File: config.mk
export PLATFORM = sky130hd
export DESIGN_NAME = cnt10_load_counter_flat
export DESIGN_NICKNAME = d
export VERILOG_FILES = /design/src/rtl/cnt10_load_counter_if.sv /design/src/rtl/cnt10_load_counter.sv /design/src/flat_wrapper.sv
export SDC_FILE = /design/constraint.sdc
export NUM_CORES = 1
export LEC_CHECK = 0
export ABC_AREA = 1
export BUFFER_PORTS_ARGS = -buffer_cell sky130_fd_sc_hd__buf_2
export CAP_MARGIN = 5
export CORE_AREA = 5 5 46 48
export DETAILED_ROUTE_END_ITERATION = 8
export DIE_AREA = 0 0 51 53
export MAX_ROUTING_LAYER = met4
export PLACE_DENSITY = 0.67
export SYNTH_ARGS = -nofsm -noshare
export SYNTH_HDL_FRONTEND = slang
export SYNTH_SLANG_ARGS = --single-unit
File: constraint.sdc
create_clock -name clk -period 1.1 [get_ports clk]
set_input_delay 0.11 -clock clk [delete_from_list [all_inputs] [get_ports clk]]
set_output_delay 0.11 -clock clk [all_outputs]
set_load 0.005 [all_outputs]
File: src/rtl/cnt10_load_counter_if.sv
// Control and data bundle for one cnt10_load_counter decade stage.
// Defining CNT10_LOADERR_EN adds the sticky load_err flag to the bundle.
interface cnt10_load_counter_if #(
  parameter int WIDTH = 8
);
  logic             en;
  logic             load;
  logic [WIDTH-1:0] data;
  logic [WIDTH-1:0] dout;
  logic             cout;
`ifdef CNT10_LOADERR_EN
  logic             load_err;

  modport master (output en, load, data, input dout, cout, load_err);
  modport slave  (input en, load, data, output dout, cout, load_err);
`else
  modport master (output en, load, data, input dout, cout);
  modport slave  (input en, load, data, output dout, cout);
`endif
endinterface

File: src/rtl/cnt10_load_counter.sv
// Modulo-MODULUS up-counter with synchronous reset, parallel load, enable and carry.
// Optional feature macro: CNT10_LOADERR_EN (sticky out-of-range load flag).
module cnt10_load_counter #(
  parameter int MODULUS = 10,
  parameter int WIDTH   = 8
) (
  input  logic                  clk,
  input  logic                  rst,
  cnt10_load_counter_if.slave   bus
);

  localparam logic [WIDTH-1:0] LAST = WIDTH'(MODULUS - 1);
  localparam logic [WIDTH-1:0] ONE  = WIDTH'(1);

  if (MODULUS < 2 || MODULUS > 256 || $clog2(MODULUS) > WIDTH) begin : g_bad_params
    $error("cnt10_load_counter: MODULUS must be 2..256 and MODULUS-1 must fit in WIDTH");
  end

  logic [WIDTH-1:0] count;
  logic             at_last;
  logic             data_ok;

  assign at_last = (count == LAST);
  assign data_ok = (bus.data <= LAST);

  // NOTE: sequential state uses non-blocking assignments so every register
  // samples the pre-edge values; reset is checked inside the clocked branch,
  // so there is deliberately no asynchronous path.
  always_ff @(posedge clk) begin
    if (!rst) begin
      count <= '0;
    end else if (!bus.load) begin
      count <= data_ok ? bus.data : '0;
    end else if (bus.en) begin
      count <= at_last ? '0 : count + ONE;
    end
  end

  assign bus.dout = count;
  // Carry is purely combinational so a cascaded stage sees EN changes in-cycle.
  assign bus.cout = at_last & bus.en;

`ifdef CNT10_LOADERR_EN
  logic load_err_q;

  always_ff @(posedge clk) begin
    if (!rst) begin
      load_err_q <= 1'b0;
    end else if (!bus.load && !data_ok) begin
      load_err_q <= 1'b1;
    end
  end

  assign bus.load_err = load_err_q;
`endif

endmodule

File: src/flat_wrapper.sv
// flat-port wrapper written by rule: the top's interface ports become plain ports
module cnt10_load_counter_flat 
#(
  parameter int MODULUS = 10,
  parameter int WIDTH   = 8
)
  (clk, rst, bus_en, bus_load, bus_data, bus_dout, bus_cout);
  cnt10_load_counter_if #(.WIDTH(WIDTH)) bus_i ();
  input  logic clk;
  input  logic rst;
  input wire logic [$bits(bus_i.en)-1:0] bus_en;
  input wire logic [$bits(bus_i.load)-1:0] bus_load;
  input wire logic [$bits(bus_i.data)-1:0] bus_data;
  output wire logic [$bits(bus_i.dout)-1:0] bus_dout;
  output wire logic [$bits(bus_i.cout)-1:0] bus_cout;
  assign bus_i.en = bus_en;
  assign bus_i.load = bus_load;
  assign bus_i.data = bus_data;
  assign bus_dout = bus_i.dout;
  assign bus_cout = bus_i.cout;
  cnt10_load_counter #(.MODULUS(MODULUS), .WIDTH(WIDTH)) u_core (.clk(clk), .rst(rst), .bus(bus_i));
endmodule
==> results by stage, run 1 <==
STA:
- The clock skew is 0.0106 ns.
- The share of the clock period used by the worst path is 1.16.
- The achievable clock frequency is 783 MHz.
- The worst-case setup margin in the final layout is -0.178 ns.
- For the pin with the worst max-slew slack, the measured transition is 0.370 ns.
- Setup violations remaining at the end of the flow were counted as 9.
- The number of max-slew violations in the final report is 0.
- Setup repair after global routing could not meet its margin everywhere.
- The hold violation total from the final report is 0.
- The headroom to the max-slew limit is 0.751.
- For the finished layout, the period the worst path requires is between 1 and 1.5 ns.
- Summed over all failing endpoints, the final setup total negative slack is -1.13 ns.

Logic synthesis:
- The synthesized net count is 107.
- In the post-synthesis netlist, the cell with the most instances is inv_1.
- The post-synthesis async set-or-reset flop share is 0.
- The mean instance size in the synthesized netlist is around 6.3 um2.
- By count the netlist is led by 19 x inv_1, 18 x nand2_1, 14 x nor2_1, 12 x nand3_1, 8 x dfxtp_1.
- The most area-hungry cell type in the Yosys netlist is dfxtp_1.
- Among all flip-flop cells after synthesis, the most frequent one is dfxtp_1.
- The number of synthesized register bits is 8.
- The number of different library cells used by synthesis comes to 19.
- The sequential share of the synthesized area is 0.273.
- After synthesis the cells add up to 587 um2.
- The share of the synthesized area in the top cell type is 0.273.
- The number of enable flip-flop cells after synthesis is 0.
- Synthesis handed over a netlist of 93 instances.
- For this run, the number of Yosys warnings is 0.
- In the post-synthesis netlist, the biggest area contributors are dfxtp_1 27%, inv_1 12%, nand2_1 12%.

Setup path:
- In this run the critical register-to-register path is captured at u_core.bus.dout[3]$_SDFFE_PN0P_.
- Traced cell by cell, the critical path runs through inv_2 > ha_4 > nand2_2 > nor2_4 > nand3_2 > inv_1 > buf_2.
- The data arrival at the endpoint of the critical path is 1.17 ns.
- The number of cells on the worst reg-to-reg path is 9.
- The setup slack on the worst flop-to-flop path is -0.15 ns.
- STA classifies the critical path startpoint as a register.
- The critical path is of the register to primary output type.
- The number of buffers and inverters on the critical path is 3.
- The worst stage delay on the critical path is 0.33 ns.
- Data on the critical path is required at its endpoint by approximately 0.99 ns.
- The cell with the biggest individual delay on the critical path is dfxtp_2.
- The largest fanout on the critical path is 2.
- In this run the critical register-to-register path is launched from u_core.bus.dout[1]$_SDFFE_PN0P_.
- The family with the most delay on the worst path is flip-flops.
- The worst setup path is captured at a primary output.

Routing:
- The number of DRC markers in iteration 0 is 2.
- The count of TritonRoute iterations in the first routing pass is 2.
- The remaining number of nets flagged by the antenna check after routing is 0.
- The final route contains 680 vias.
- The DRC violations left is 0.
- The total wire length after detailed routing is 1580 um.
- Dividing the detail-routed via count by the number of cells gives 4.72.
- The per-cell routed wire length is between 10 and 15 um.

Floorplan:
- The vertical die dimension is about 53 um.
- The area enclosed by the die boundary is 0.00270 mm2.
- The core region is 0.00167 mm2.
- The number of ports placed on the die boundary is 21.
- The horizontal die dimension is about 50 um.
- The number of rows in the core area is 15.
- The effective utilization at floorplan is 0.351.

Clocking:
- The number of clock sinks seen by CTS is 8.
- The source-to-sink clock delay at the later pin of the worst-skew pair is 0.26 ns.
- TritonCTS built the clock tree.
- Clock-pin slew was measured on the worst setup and hold paths at 0.06 ns.
- The number of H-tree levels is 1.
- Buffers inserted to repair hold after CTS numbered 0.
- The worst-case clock buffer depth is 2.
- Clock tree synthesis selected as its root buffer the cell clkbuf_4.
- In this run, CTS created clock tree buffers numbering 3.

Global route:
- The total overflow reported by the global router is 0.
- The via count of the first global-routing pass is approximately 640.
- The first global-routing pass estimated around 2500 um of wire.
- The overall fraction of global-route tracks in use is 0.131.
- The number of antenna violations at the first check in global routing was 0.
- The pin count of the biggest net entering global routing is 7.

Place:
- The number of buffers added on ports is 20.
- Summing all placed instances gives a cell area of 759 um2.
- The wire-length estimate of the detail-placed layout is between 1000 and 1500 um.
- The final weighted congestion of routability-driven global placement is about 0.83.

Finish:
- The area added between synthesis and finish is 57.8%.
- After the last flow step, the layout net total stands at ~140.
- The register with the most flip-flops in the layout has 8 of them.
- Summing all non-filler instances in the final layout gives an area of 926 um2.
- The fraction of the core area covered by cells at the end of the flow is 0.554.
- Of the cells placed in the final design, the portion with a size suffix greater than 1 is 0.496.
- The antenna diode instance count is 0.

Worst hold path:
- The worst min-delay path class is input pin to register.
- The end of the worst hold path is u_core.bus.dout[3]$_SDFFE_PN0P_.
- In this run the most critical hold path is launched from bus_data[3].
- The cell count of the worst hold path is 3.

Pwr:
- Summed over all cells, the static leakage comes to 0.000481 uW.
- Across the VDD grid, the largest voltage drop is 0.000710 V.
- Power spread over the standard cell area amounts to 691 mW/mm2.

Run status:
- The checks that failed: setup timing.
- The flow ran to the end, but the final reports show violations.

Flow run:
- Across the run, the number of max-cap violations was 0.
[through the flow]
| stage | hold WS [ns] | instances | setup WS (ns) | total power (uW) |
|---|---|---|---|---|
| finish | 0.125 | 144 | -0.178 | 640 |
| global route | 0.129 | 144 | -0.242 | 675 |
| CTS | 0.121 | 142 | -0.193 | 642 |
| detailed placement | 0.391 | 136 | -0.104 | 394 |
| global placement | 0.384 | 136 | -0.0608 | 392 |
| floorplan | 0.208 | 93 | 0.0195 | 346 |
[worst reg2reg max path, stage by stage (launching register included)]
cell and delay, ns:
dfxtp_2 0.33, inv_2 0.06, ha_4 0.12, nand2_2 0.06, nor2_4 0.10, nand3_2 0.08
buf_4 0.14, buf_6 0.11, nand3_4 0.08, o21ai_1 0.06
[routing by layer]
layer  track usage  part of all wire  routed length [um]  vias up
li1              -                 -                   -      359
met1         0.131              0.44                 689      300
met2         0.225              0.49                 774       21
met3        0.0507             0.076                 120        0
met4        0.0628                 0                   0        0
met5             -                 0                   0        -
[repair_timing]
item                                    4_1_cts  5_1_grt
setup buffers                                 3        2
pin swaps                                     5        1
gates resized for setup                      14       15
endpoints found under the setup margin        9       11
[power by group]
part / leakage (uW) / switching [uW] / total (uW) / internal, uW
logic: 0.000401 / 62.4 / 112 / 49.1
registers: 0.0000658 / 3.89 / 296 / 292
clock network: 0.0000138 / 107 / 232 / 125
[logic make-up (layout without fill, tap and decap cells)]
logic type      count (synthesis)  count (layout)  share of synthesized area
compound gates                  3               3                     0.0298
xor+xnor                        2               2                     0.0299
fa+ha+maj                       2               2                     0.0426
buf+inv                        21              55                      0.139
flops                           8               8                      0.273
simple gates                   57              57                      0.486
[area by class of cell]
cell class | count | area [um2]
repair buffers | 31 | 200
flip-flops and latches | 8 | 165
multi-input cells | 64 | 435
clock buffers | 3 | 22.5
inverters | 21 | 81.3
fillers | 167 | 744
well taps | 17 | 21.3
[cells in the final DEF (no fill, tap or decap), drive strengths merged, types with 3 or more instances in the layout]
cell type  instances
inv               21
nand4              5
clkbuf             3
nand2             19
dfxtp              8
buf               31
nand3             13
nor2              17
nor3               3
[worst max path at each step]
stage                                          from                               to  depth (start not counted)
floorplan           u_core.bus.dout[1]$_SDFFE_PN0P_  u_core.bus.dout[0]$_SDFFE_PN0P_                          9
global placement    u_core.bus.dout[1]$_SDFFE_PN0P_  u_core.bus.dout[3]$_SDFFE_PN0P_                          7
detailed placement  u_core.bus.dout[1]$_SDFFE_PN0P_  u_core.bus.dout[3]$_SDFFE_PN0P_                          7
CTS                 u_core.bus.dout[1]$_SDFFE_PN0P_                         bus_cout                          7
global route        u_core.bus.dout[1]$_SDFFE_PN0P_                         bus_cout                          7
finish              u_core.bus.dout[1]$_SDFFE_PN0P_                         bus_cout                          7
Note: power is estimated with default switching activity, not from simulation.
==> run 2: changes to the inputs <==
ABC_AREA = 0   (was 1)
CORE_AREA = 5 5 42 44   (was 5 5 46 48)
DIE_AREA = 0 0 47 49   (was 0 0 51 53)
PLACE_DENSITY = 0.68   (was 0.67)
==> results by stage, run 2 <==
Run status:
- The final reports fail on setup timing.
- The flow ran to the end, but the final reports show violations.

Clocking:
- The number of H-tree levels was 1 (unchanged).
- The root buffer cell is clkbuf_4.
- The clock edge transition at the registers on the reported setup and hold paths is 0.06 ns (about the same).
- The source-to-sink clock delay at the later pin of the worst-skew pair is 0.26 ns (about the same).
- The number of clock sinks seen by CTS is 8 (unchanged).
- The number of buffers added by the clock tree synthesis step was 3 (unchanged).
- The worst-case clock buffer depth came to 2 (unchanged).
- TritonCTS built the clock tree.

Logic synthesis:
- The count of different cell masters after synthesis came to 28 (+9).
- The post-synthesis instance area is 462 um2 (-21%).
- Of all cell types, the one taking the most synthesized area is dfxtp_1.
- The number of warnings reported in the yosys synthesis log is 0 (unchanged).
- The most used flip-flop cell after synthesis is dfxtp_1.
- The mean instance size in the synthesized netlist is 8.55 um2 (+36%).
- The number of enable flip-flop cells after synthesis was 0 (unchanged).
- Sorting the synthesized cells by how often they occur yields 8 x dfxtp_1, 8 x nor2_1, 4 x nand2_1, 4 x xor2_1, 3 x nand4_1.
- The sequential share of the synthesized area is 0.347 (+0.0740).
- The post-synthesis async set-or-reset flop share is 0 (unchanged).
- In the post-synthesis netlist, the biggest area contributors are dfxtp_1 35%, xor2_1 7.6%, nor2_1 6.5%.
- The share of the synthesized area in the top cell type is 0.347 (+0.0740).
- The synthesized net count was 68 (-36%).
- The gate count after technology mapping was 54 (-42%).
- The number of synthesized register bits is 8 (unchanged).

Global route:
- The pin count of the biggest net entering global routing is 8 (+1).
- The wire length of the first global-routing pass came to 2330 um (-7.9%).
- The number of antenna violations at the first check in global routing came to 0 (unchanged).
- The via count of the first global-routing pass came to 595 (-7.6%).
- The total overflow reported by the global router is 0 (unchanged).
- The overall fraction of global-route tracks in use is 0.138 (+0.00685).

Floorplan:
- The placeable core region is 0.00140 mm2 (-16%).
- The number of ports placed on the die boundary was 21 (unchanged).
- The horizontal die dimension is 47 um (-7.8%).
- The area enclosed by the die boundary is 0.00230 mm2 (-15%).
- The vertical die dimension is 49 um (-7.5%).
- The effective utilization at floorplan is 0.329 (-0.0218).
- The number of rows in the core area was 14 (-1).

Flow run:
- The max capacitance violation total is 0 (unchanged).

Finish:
- The net count of the finished layout is 113 (-21%).
- The fraction of layout instances using a drive strength above 1 is 0.633 (+0.137).
- The fraction of the core area covered by cells at the end of the flow was 0.640 (+0.0859).
- The leading cell type in the layout, fill and taps excluded is buf_2.
- The antenna diode instance count was 0 (unchanged).
- The flip-flop count of the largest register, all copies and words added was 8 (unchanged).
- In the layout the commonest cells are 18 x buf_2, 11 x buf_6, 11 x buf_4.
- The final cell count without fillers is 114 (-21%).
- From synthesis to final layout, the design area changed by 94.3%.

Worst hold path:
- The tightest min-delay check is of the input pin to register type.

Pwr:
- The share of power burned in registers is 0.451 (-0.012).
- The proportion of total power due to net switching is 0.252 (-0.0192).
- The total power of the final layout was 653 uW (+1.9%).
- The power density over the cells is 727 mW/mm2 (+5.2%).
- The fraction of power consumed by combinational cells is 0.160 (-0.014).
- The share of total power in the clock network is 0.388 (+0.025).
- The switching power total came to 164 uW (-5.3%).
- The static leakage power is 0.000398 uW (-17%).
- The largest vdd supply drop came to 0.000716 V (+0.90%).
- The cell internal power dissipation is 488 uW (+4.6%).

Setup path:
- The kind of critical path is register to register.
- The startpoint kind of the worst setup timing path is a register.
- The worst endpoint required time is 1.25 ns (+0.26 ns).
- The data arrival at the endpoint of the critical path came to 1.59 ns (+0.42 ns).
- STA classifies the critical path endpoint as a register.
- The largest fanout on the critical path is 3 (+1).

Routing:
- The DRC violations left was 0 (unchanged).
- The count of TritonRoute iterations in the first routing pass was 4 (+2).
- The total wire length after detailed routing is 1520 um (-4.2%).
- The number of DRC markers in iteration 0 came to 5 (+3).
- The per-cell routed wire length is 13.3 um (+21%).
- The remaining number of nets flagged by the antenna check after routing is 0 (unchanged).
- The post-detailed-route via-to-cell ratio was 5.01 (+6.1%).
- The vias after detailed routing is 571 (-16%).

STA:
- The clock period minus worst slack was 1.44 ns (+0.164 ns).
- The achievable clock frequency was 694 MHz (-11%).
- The summed negative setup slack over all endpoints is -2.45 ns (-1.33 ns).
- The share of the clock period used by the worst path is 1.31 (+0.149).
- The clock skew is 0.00378 ns (-0.00687 ns).
- The worst-case setup margin in the final layout is -0.341 ns (-0.164 ns).
- The hold violation total from the final report is 0 (unchanged).
- The headroom to the max-slew limit is 0.829 (+0.0781).
- The number of max-slew violations in the final report is 0 (unchanged).
- The count of final setup violators is 10 (+1).
- Setup repair after global routing could not meet its margin everywhere.
- The actual slew at the worst max-slew pin is 0.257 ns (-0.114 ns).

Place:
- The sum of net half-perimeters after detailed placement is 1060 um (-6.9%).
- The post-place setup slack is -0.240 ns (-0.136 ns).
- The number of buffers added on ports is 20 (unchanged).
- The final weighted congestion of routability-driven global placement was 0.788 (-5.5%).
- The total placed cells including tap cells is 105 (-23%).
-- run 2: what timing repair did --
action / 4_1_cts / 5_1_grt
resized for setup: 4 / 23
endpoints found under the setup margin: 9 / 9
pin swaps: 1 / 12
buffers inserted: 3 / 2
hold buffers: 0 / 0
-- run 2: layout make-up --
| cell class | count | area, um2 |
|---|---|---|
| fill | 111 | 504 |
| multi-input combinational | 44 | 380 |
| timing repair buffer | 40 | 297 |
| sequential | 8 | 166 |
| clock buffer | 4 | 26.3 |
| tap | 16 | 20.0 |
| inverter | 2 | 7.51 |
-- run 2: worst paths after layout --
| path | cells past startpoint | end | slack (ns) | from |
|---|---|---|---|---|
| worst max-delay path | 7 | u_core.bus.dout[2]$_SDFFE_PN0P_ | -0.34 | u_core.bus.dout[1]$_SDFFE_PN0P_ |
| worst min register to register | 3 | u_core.bus.dout[7]$_SDFFE_PN0P_ | 0.63 | u_core.bus.dout[7]$_SDFFE_PN0P_ |
| worst min-delay path | 2 | u_core.bus.dout[1]$_SDFFE_PN0P_ | 0.08 | bus_data[1] |
| worst max register to register | 7 | u_core.bus.dout[2]$_SDFFE_PN0P_ | -0.34 | u_core.bus.dout[1]$_SDFFE_PN0P_ |
-- run 2: stage by stage --
stage / hold WS [ns] / cell area, um2
after floorplan: 0.227 / 472
after global placement: 0.351 / 704
after detailed placement: 0.348 / 704
after CTS: 0.0790 / 767
after global routing: 0.108 / 897
final: 0.0788 / 897
-- run 2: kinds of logic (layout without fill, tap and decap cells) --
group                      count (synthesis)  in the layout  share of synthesized area
and+or+nand+nor                           26             26                      0.325
AOI/OAI and AO/OA                         12             12                      0.182
DFF                                        8              8                      0.347
xor gates and xnor gates                   4              4                     0.0759
adders and majority gates                  2              2                     0.0542
buffers and inverters                      2             46                     0.0163
-- run 2: per-layer routing --
layer  GRT usage  up-vias  wire, um
li1            -      286         -
met1       0.155      258       589
met2       0.233       25       806
met3      0.0443        2       105
met4      0.0276        0        15
met5           -        -         0
-- run 2: power by group through the flow --
| stage | clock network [uW] | logic, uW | registers [uW] |
|---|---|---|---|
| finish | 253 | 105 | 295 |
| detailed placement | 0 | 73.0 | 301 |
| floorplan | 0 | 27.4 | 302 |
| global route | 261 | 115 | 295 |
| global placement | 0 | 72.1 | 301 |
| CTS | 254 | 83.6 | 293 |
-- run 2: critical path, cell delays in order, from the launching register on --
cell      delay (ns)
dfxtp_2         0.32
inv_2           0.06
ha_4            0.11
and4bb_1        0.19
nand2_2         0.07
buf_6           0.14
a31o_4          0.21
a22o_1          0.22
==> run 3: changes to the inputs <==
--- a/config.mk
+++ b/config.mk
@@ -15,2 +15,3 @@
 export PLACE_DENSITY = 0.68
+export RECOVER_POWER = 50
 export SYNTH_ARGS = -nofsm -noshare
==> constraint.sdc (replaced) <==
create_clock -name clk -period 1.1 [get_ports clk]
set_input_delay 0.33 -clock clk [delete_from_list [all_inputs] [get_ports clk]]
set_output_delay 0.33 -clock clk [all_outputs]
set_load 0.005 [all_outputs]
==> results by stage, run 3 (synthesis gave the netlist of run 2 again) <==
Setup path:
- The worst setup path is of the register to primary output kind.
- The startpoint kind of the worst setup timing path is a register.
- The worst endpoint required time came to 0.77 ns (-0.48 ns).
- The data arrival at the endpoint of the critical path was 1.24 ns (-0.35 ns).
- The largest fanout on the critical path is 2 (-1).
- The endpoint class of the critical path is a primary output.

Clocking:
- The number of H-tree levels is 1 (unchanged).
- The number of buffers added by the clock tree synthesis step is 3 (unchanged).
- The worst-case clock buffer depth is 2 (unchanged).
- The number of buffers inserted by hold repair at cts is 0 (unchanged).
- The clock edge transition at the registers on the reported setup and hold paths was 0.06 ns (about the same).
- The number of clock sinks seen by CTS is 8 (unchanged).
- The source-to-sink clock delay at the later pin of the worst-skew pair is 0.26 ns (about the same).
- The root buffer cell is clkbuf_4.
- The TritonCTS clock tree is built.

STA:
- The number of max-slew violations in the final report is 0 (unchanged).
- The final-layout worst hold slack is 0.308 ns (+0.229 ns).
- The hold violation total from the final report is 0 (unchanged).
- The clock period minus worst slack was 1.57 ns (+0.129 ns).
- The count of final setup violators is 17 (+7).
- The actual slew at the worst max-slew pin came to 0.241 ns (-0.0156 ns).
- The share of the clock period used by the worst path was 1.43 (+0.117).
- The achievable clock frequency is 637 MHz (-8.2%).
- The headroom to the max-slew limit was 0.838 (+0.00890).
- The worst-case setup margin in the final layout is -0.470 ns (-0.129 ns).
- Setup repair after global routing could not meet its margin everywhere.
- The clock skew was 0.00687 ns (+0.00309 ns).

Place:
- The sum of net half-perimeters after detailed placement is 1100 um (+4.1%).
- The number of buffers added on ports was 20 (unchanged).
- The final weighted congestion of routability-driven global placement is 0.792 (+0.56%).
- The instance area at placement was 734 um2 (+4.3%).
- The total placed cells including tap cells is 109 (+3.8%).
- The post-place setup slack came to -0.228 ns (+0.0126 ns).

Floorplan:
- The horizontal die dimension was 47 um (unchanged).
- The placeable core region is 0.00140 mm2 (unchanged).
- The effective utilization at floorplan was 0.329 (unchanged).
- The vertical die dimension is 49 um (unchanged).
- The number of ports placed on the die boundary is 21 (unchanged).
- The number of rows in the core area is 14 (unchanged).
- The area enclosed by the die boundary was 0.00230 mm2 (unchanged).

Global route:
- The pin count of the biggest net entering global routing is 8 (unchanged).
- The total overflow reported by the global router was 0 (unchanged).
- The via count of the first global-routing pass is 646 (+8.6%).
- The overall fraction of global-route tracks in use is 0.158 (+0.0196).
- The number of antenna violations at the first check in global routing is 0 (unchanged).
- The wire length of the first global-routing pass is 2620 um (+12%).

Finish:
- The net count of the finished layout is 121 (+7.1%).
- The flip-flop count of the largest register, all copies and words added was 8 (unchanged).
- The area taken by flip-flops and latches is 173 um2 (+3.8%).
- The area added between synthesis and finish is 108%.
- Leaving out fill and tap cells, the most frequent cells in the layout are 20 x buf_6, 16 x buf_4, 12 x buf_2.
- The fraction of the core area covered by cells at the end of the flow is 0.685 (+0.0446).
- The number of fillers in the final layout came to 99 (-11%).
- The fraction of layout instances using a drive strength above 1 is 0.679 (+0.0466).
- Leaving out fill and tap cells, the most frequent cell in the layout is buf_6.
- The final cell count without fillers is 122 (+7.0%).
- The combined area of the multi-input logic cells was 328 um2 (-14%).
- The antenna diode instance count is 0 (unchanged).
- The total non-filler cell area in the finished layout is 960 um2 (+7.0%).

Routing:
- The total wire length after detailed routing is 1780 um (+17%).
- The remaining number of nets flagged by the antenna check after routing was 0 (unchanged).
- The vias after detailed routing came to 632 (+11%).
- The DRC violations left is 0 (unchanged).
- The per-cell routed wire length is 14.6 um (+9.5%).
- The post-detailed-route via-to-cell ratio is 5.18 (+3.4%).
- The count of TritonRoute iterations in the first routing pass is 4 (unchanged).
- The number of DRC markers in iteration 0 is 6 (+1).

Run status:
- The run finished, with violations left.
- The final reports fail on setup timing.

Pwr:
- The static leakage power is 0.000446 uW (+12%).
- The power density over the cells is 680 mW/mm2 (-6.5%).
- The largest vdd supply drop came to 0.000576 V (-20%).

Worst hold path:
- The path class of the tightest hold or removal check is input pin to register.

Flow run:
- The max capacitance violation total is 0 (unchanged).
## run 3: changes by cell type in the layout (fill, tap and decap cells not counted), sizes merged
cell / change
buf: +8
## run 3: metal layers
layer | global-route usage | routed length, um
met1 | 0.179 | 741
met2 | 0.235 | 860
met3 | 0.0369 | 86
met4 | 0.106 | 87
met5 | - | 0
## run 3: power by group
group / switching, uW / internal (uW)
Clock: 114 / 140
Combinational: 46.9 / 59.1
Sequential: 2.19 / 291
## run 3: area by class of cell
type	instances	share of cell area
well taps	16	0.0209
inverters	2	0.00782
flip-flops and latches	8	0.180
repair buffers	48	0.422
clock buffers	4	0.0274
multi-input cells	44	0.342
## run 3: critical path, cell delays in order (launching register included)
cell      delay (ns)
dfxtp_2         0.32
inv_2           0.04
ha_1            0.13
and4bb_1        0.20
nand2_2         0.06
nor2_1          0.10
buf_2           0.13
## run 3: metrics by stage
| step | total power (uW) | TNS, ns |
|---|---|---|
| finish | 653 | -3.22 |
| global route | 689 | -3.88 |
| CTS | 646 | -3.09 |
| detailed placement | 384 | -1.51 |
| global placement | 381 | -1.26 |
| floorplan | 330 | -0.598 |
## run 3: repair_timing
action	CTS	global route
resized for setup	27	8
pin swaps	0	4
setup endpoints to repair	17	17
endpoints found under the hold margin	0	0
buffers inserted	6	6
## run 3: worst paths after layout
path	startpoint	slack (ns)	end	depth (start not counted)
hold / removal	bus_data[2]	0.31	u_core.bus.dout[2]$_SDFFE_PN0P_	2
hold reg to reg	u_core.bus.dout[4]$_SDFFE_PN0P_	0.62	u_core.bus.dout[4]$_SDFFE_PN0P_	3
setup reg to reg	u_core.bus.dout[0]$_SDFFE_PN0P_	-0.33	u_core.bus.dout[7]$_SDFFE_PN0P_	6
setup / recovery	u_core.bus.dout[1]$_SDFFE_PN0P_	-0.47	bus_cout	6
